===== config.mk =====
export PLATFORM = sky130hd
export DESIGN_NAME = calc1_req_driver
export DESIGN_NICKNAME = d
export VERILOG_FILES = /design/src/rtl/calc1_pkg.sv /design/src/rtl/calc1_req_driver.sv
export SDC_FILE = /design/constraint.sdc
export NUM_CORES = 1
export LEC_CHECK = 0
export ABC_AREA = 0
export ABC_CLOCK_PERIOD_IN_PS = 3900
export BUFFER_PORTS_ARGS = -buffer_cell sky130_fd_sc_hd__buf_4
export CORE_MARGIN = 4
export CORE_UTILIZATION = 40
export DETAILED_ROUTE_END_ITERATION = 6
export PLACE_DENSITY = 0.76
export SKIP_CTS_REPAIR_TIMING = 1
export SYNTH_ARGS = -nofsm -noshare
export SYNTH_HDL_FRONTEND = slang
export SYNTH_SLANG_ARGS = --single-unit

===== constraint.sdc =====
create_clock -name c_clk -period 3.9 [get_ports c_clk]
set_input_delay 0.195 -clock c_clk [delete_from_list [all_inputs] [get_ports c_clk]]
set_output_delay 0.195 -clock c_clk [all_outputs]
set_load 0.03 [all_outputs]

===== src/rtl/calc1_pkg.sv =====
// Shared definitions for calc1 and the logic around it:
// command codes, response codes, driver states and the operand width.
package calc1_pkg;

    localparam int OPERAND_W = 32;

    localparam logic [3:0] CMD_NOP = 4'd0;
    localparam logic [3:0] CMD_ADD = 4'd1;
    localparam logic [3:0] CMD_SUB = 4'd2;
    localparam logic [3:0] CMD_SHL = 4'd5;
    localparam logic [3:0] CMD_SHR = 4'd6;

    localparam logic [1:0] RSP_NONE     = 2'd0;
    localparam logic [1:0] RSP_OK       = 2'd1;
    localparam logic [1:0] RSP_ERR      = 2'd2;
    localparam logic [1:0] RSP_INTERNAL = 2'd3;

    typedef enum logic [2:0] {
        DRV_IDLE,
        DRV_SEND1,
        DRV_SEND2,
        DRV_WAIT,
        DRV_HOLD
    } drv_state_e;

endpackage


===== src/rtl/calc1_req_driver.sv =====
// Per-port calc1 request driver: takes one whole operation, issues it over
// calc1's two-cycle request protocol, waits (with timeout) and holds the result.
module calc1_req_driver
    import calc1_pkg::*;
#(
    parameter int TIMEOUT_CYCLES = 64
) (
    input  logic                 c_clk,
    input  logic                 reset,
    input  logic                 req_valid,
    output logic                 req_ready,
    input  logic [3:0]           req_cmd,
    input  logic [OPERAND_W-1:0] req_op1,
    input  logic [OPERAND_W-1:0] req_op2,
    output logic [3:0]           calc_cmd,
    output logic [OPERAND_W-1:0] calc_data,
    input  logic [1:0]           calc_resp,
    input  logic [OPERAND_W-1:0] calc_rdata,
    output logic                 rsp_valid,
    input  logic                 rsp_ready,
    output logic [1:0]           rsp_code,
    output logic [OPERAND_W-1:0] rsp_data,
    output logic                 rsp_timeout
);

    localparam logic [7:0] TIMEOUT_LIM = 8'(TIMEOUT_CYCLES);

    drv_state_e           state_q, state_d;
    logic [OPERAND_W-1:0] op2_q, op2_d;
    logic [7:0]           cnt_q, cnt_d, cnt_inc;
    logic                 req_ready_d, rsp_valid_d, rsp_timeout_d;
    logic [3:0]           calc_cmd_d;
    logic [OPERAND_W-1:0] calc_data_d, rsp_data_d;
    logic [1:0]           rsp_code_d;

    // Every output is computed here for the *next* cycle and registered below,
    // so no input ever reaches an output combinationally.
    always_comb begin
        // NOTE: every signal gets a default before the case so no path leaves
        // one unassigned, which would otherwise infer a latch.
        state_d       = state_q;
        op2_d         = op2_q;
        cnt_d         = cnt_q;
        cnt_inc       = (cnt_q == 8'hFF) ? cnt_q : cnt_q + 8'd1;
        req_ready_d   = 1'b0;
        calc_cmd_d    = CMD_NOP;
        calc_data_d   = '0;
        rsp_valid_d   = 1'b0;
        rsp_code_d    = rsp_code;
        rsp_data_d    = rsp_data;
        rsp_timeout_d = rsp_timeout;

        case (state_q)
            DRV_IDLE: begin
                if (req_ready && req_valid) begin
                    op2_d = req_op2;
                    if (req_cmd == CMD_NOP) begin
                        state_d       = DRV_HOLD;
                        rsp_valid_d   = 1'b1;
                        rsp_code_d    = RSP_NONE;
                        rsp_data_d    = '0;
                        rsp_timeout_d = 1'b0;
                    end else begin
                        state_d     = DRV_SEND1;
                        calc_cmd_d  = req_cmd;
                        calc_data_d = req_op1;
                    end
                end else begin
                    req_ready_d = 1'b1;
                end
            end
            DRV_SEND1: begin
                state_d     = DRV_SEND2;
                calc_data_d = op2_q;
            end
            DRV_SEND2: begin
                state_d = DRV_WAIT;
                cnt_d   = '0;
            end
            DRV_WAIT: begin
                if (calc_resp != RSP_NONE) begin
                    state_d       = DRV_HOLD;
                    rsp_valid_d   = 1'b1;
                    rsp_code_d    = calc_resp;
                    rsp_data_d    = calc_rdata;
                    rsp_timeout_d = 1'b0;
                end else begin
                    cnt_d = cnt_inc;
                    if (cnt_inc >= TIMEOUT_LIM) begin
                        state_d       = DRV_HOLD;
                        rsp_valid_d   = 1'b1;
                        rsp_code_d    = RSP_NONE;
                        rsp_data_d    = '0;
                        rsp_timeout_d = 1'b1;
                    end
                end
            end
            DRV_HOLD: begin
                if (rsp_ready) begin
                    state_d     = DRV_IDLE;
                    req_ready_d = 1'b1;
                end else begin
                    rsp_valid_d = 1'b1;
                end
            end
            default: state_d = DRV_IDLE;
        endcase
    end

    always_ff @(posedge c_clk) begin
        // NOTE: sequential state uses non-blocking assignments so every
        // register samples the pre-edge values regardless of statement order.
        if (reset) begin
            state_q     <= DRV_IDLE;
            op2_q       <= '0;
            cnt_q       <= '0;
            req_ready   <= 1'b0;
            calc_cmd    <= CMD_NOP;
            calc_data   <= '0;
            rsp_valid   <= 1'b0;
            rsp_code    <= RSP_NONE;
            rsp_data    <= '0;
            rsp_timeout <= 1'b0;
        end else begin
            state_q     <= state_d;
            op2_q       <= op2_d;
            cnt_q       <= cnt_d;
            req_ready   <= req_ready_d;
            calc_cmd    <= calc_cmd_d;
            calc_data   <= calc_data_d;
            rsp_valid   <= rsp_valid_d;
            rsp_code    <= rsp_code_d;
            rsp_data    <= rsp_data_d;
            rsp_timeout <= rsp_timeout_d;
        end
    end

endmodule


==> impl_metrics.ini <==
[outcome]
outcome = finished, violations left
failed_checks = negative hold slack

[finish]
utilization_pct = 59.5
layout-drive-gt1-share_pct = 45.1
multi_input_area_sq_mm = 0.00229
finalInstanceArea_sq_mm = 0.00694
nFillCells = 955
nets = 791
regArea_sq_mm = 0.00232
area_growth_pct = 42.8
antennaDiodeCount = 0

[floorplan]
die_area_sq_mm = 0.0140
coreArea_sq_mm = 0.0117
io_pins = 179
die_h_microns = 118
start_util_pct = 41.7
die_w_microns = 118
std_cell_rows = 39

[hold_path]
holdCritPathClass = primary input to flop

[synthesis]
synth_top_area_share_pct = 47.8
ys_warn_count = 0
syn_nets = 610
yosysTopAreaCell = dfxtp_1
synth-edff-count = 0
netlist_area_sq_mm = 0.00486
synth-simple-area-share_pct = 24.7
synth_top_family_by_area = simple AND/OR/NAND/NOR gates
synth_cell_types = 55
synthMostInstantiatedCell = dfxtp_1
yosys-top-cells-area = dfxtp_1, nand2_1, a22oi_2, nand3b_1, o21ai_2
synth_cells = 503
synth-adder-area-share_pct = 0.258
synth-compound-area-share_pct = 21.6
yosysSeqAreaShare_pct = 47.8
synth_area_per_cell_sq_um = 9.66
synthXorXnorAreaFrac_pct = 0.180
synth_common_cells = dfxtp_1, nand2_1, a21oi_1
asyncSetResetFlopFracSynth_pct = 0
synth-main-ff-cell = dfxtp_1
synth_mux_area_share_pct = 0.206
ys_seq_elements = 116

[timing]
relSlewSlack_pct = 17.9
finalCritPeriodShare_pct = 62.5
fin_setup_tns_ns = 0
fin_crit_ns = 2.44
drv_slew = 0
fin_skew_ns = 0.00819
setup_viol = 0
finalHoldViolations = 5
worstMarginPinSlew_ns = 1.23
rsz0062_at_grt = false
fmax_mhz = 410
holdWs_ns = -0.0138

[clock_network]
clk_latency_ns = 0.41
clockBufferDepth = 2
cts.sinks = 116
clkSlewWorstSetupHoldPaths_ns = 0.06
h-tree-depth = 4
cts_tree = built
cts_inserted_buffers = 17
root_buffer = clkbuf_16

[route]
drtAntennaViolNets = 0
drtPass1Iterations = 4
via_per_inst = 5.19
finalWirelength_microns = 13500
drc_errors = 0
num_vias = 4362
dr.first_iter.drc_count = 332
wl_per_cell_microns = 16.1

[worst_setup_path]
path_class = flop to flop
start_kind = flop
worstPathArrival_ns = 2.72
required_ns = 4.19
critPathMaxFanout = 17
end_kind = flop

[grt]
grtUsageTotal_pct = 18.6
grt_max_degree = 84
grt_pass1_wl_microns = 21300
overflow = 0
grt_pass1_vias = 4230
grt_antenna_before_repair = 0

[power]
pwr_density_cell_mw_per_mm2 = 508
ir_drop_mv = 0.283
leakage_nw = 2.77

[placement]
place.gp.congestion = 0.870
dp_hpwl_microns = 8850
placed_area_sq_mm = 0.00617
io_buffers = 178

[job]
max_cap_viol_count = 0
-- report_power, final --
part           switching, mW  internal, mW
Combinational          0.414         0.258
Sequential            0.0587          1.27
Clock                  0.526         0.999
Total                  0.999          2.53
-- worst paths after layout --
path,from,endpoint,slack [ns],cells past startpoint
setup reg to reg,cnt_q[0]$_SDFFE_PP0P_,rsp_data[25]$_SDFFE_PP0P_,1.46,6
hold / removal,calc_rdata[16],rsp_data[16]$_SDFFE_PP0P_,-0.01,3
setup / recovery,cnt_q[0]$_SDFFE_PP0P_,rsp_data[25]$_SDFFE_PP0P_,1.46,6
hold reg to reg,op2_q[21]$_SDFFE_PP0P_,op2_q[21]$_SDFFE_PP0P_,0.46,2
-- sequential cells by signal, summed over array words and instances, names as in the netlist --
signal,count
rsp_timeout,1
rsp_valid,1
req_ready,1
rsp_data,32
state_q,3
cnt_q,8
calc_data,32
rsp_code,2
calc_cmd,4
op2_q,32
-- final cells by class --
cell class / count / share of cell area (%)
tap: 143 / 2.58
clock buffer: 22 / 6.40
timing repair buffer: 202 / 22.5
inverter: 2 / 0.108
sequential: 116 / 33.5
clock inverter: 10 / 1.89
multi-input combinational: 345 / 33.0
-- per-layer routing --
| layer | track usage [%] | up-vias | wire [microns] |
|---|---|---|---|
| li1 | - | 2125 | - |
| met2 | 28.9 | 180 | 6280 |
| met3 | 8.98 | 17 | 1360 |
| met5 | 0 | - | 0 |
| met1 | 22.7 | 2040 | 5680 |
| met4 | 6.37 | 0 | 178 |
-- metrics by stage --
stage / setup WS (ns) / instances / hold WS [ns] / total power [mW]
global placement: 1.58 / 789 / 0.392 / 2.00
global route: 1.35 / 840 / -0.00456 / 3.67
detailed placement: 1.50 / 789 / 0.395 / 2.01
CTS: 1.48 / 821 / -0.0355 / 3.54
floorplan: 2.30 / 503 / 0.304 / 1.81
finish: 1.46 / 840 / -0.0138 / 3.53
-- critical path, stage by stage, from the launching register on --
cell and delay [ns]:
dfxtp_1 0.34, ha_1 0.25, and4_1 0.27, and4_4 0.21, nor3_4 0.70, buf_4 0.43, o21ai_2 0.11
-- cell families after synthesis --
group,Yosys count
DFF,116
xor gates and xnor gates,1
buffers and inverters,42
muxes,1
AOI/OAI and AO/OA,125
and+or+nand+nor,217
adders and majority gates,1
-- placed cells by master (no fill, tap or decap), types with 4 or more instances in the layout --
cell             n
a21oi_1         37
nand2_1        104
nor2_2          31
clkbuf_1         5
nand4_1          4
clkbuf_16       17
buf_4          183
a22oi_2         30
dfxtp_1        116
dlygate4sd3_1   19
nand3_1          6
clkinv_2         5
nand3b_1        34
o21ai_1          5
o21ai_0          6
o21ai_2         26
nor2_1           9
nor3b_1          4
Note: power is estimated with default switching activity, not from simulation.
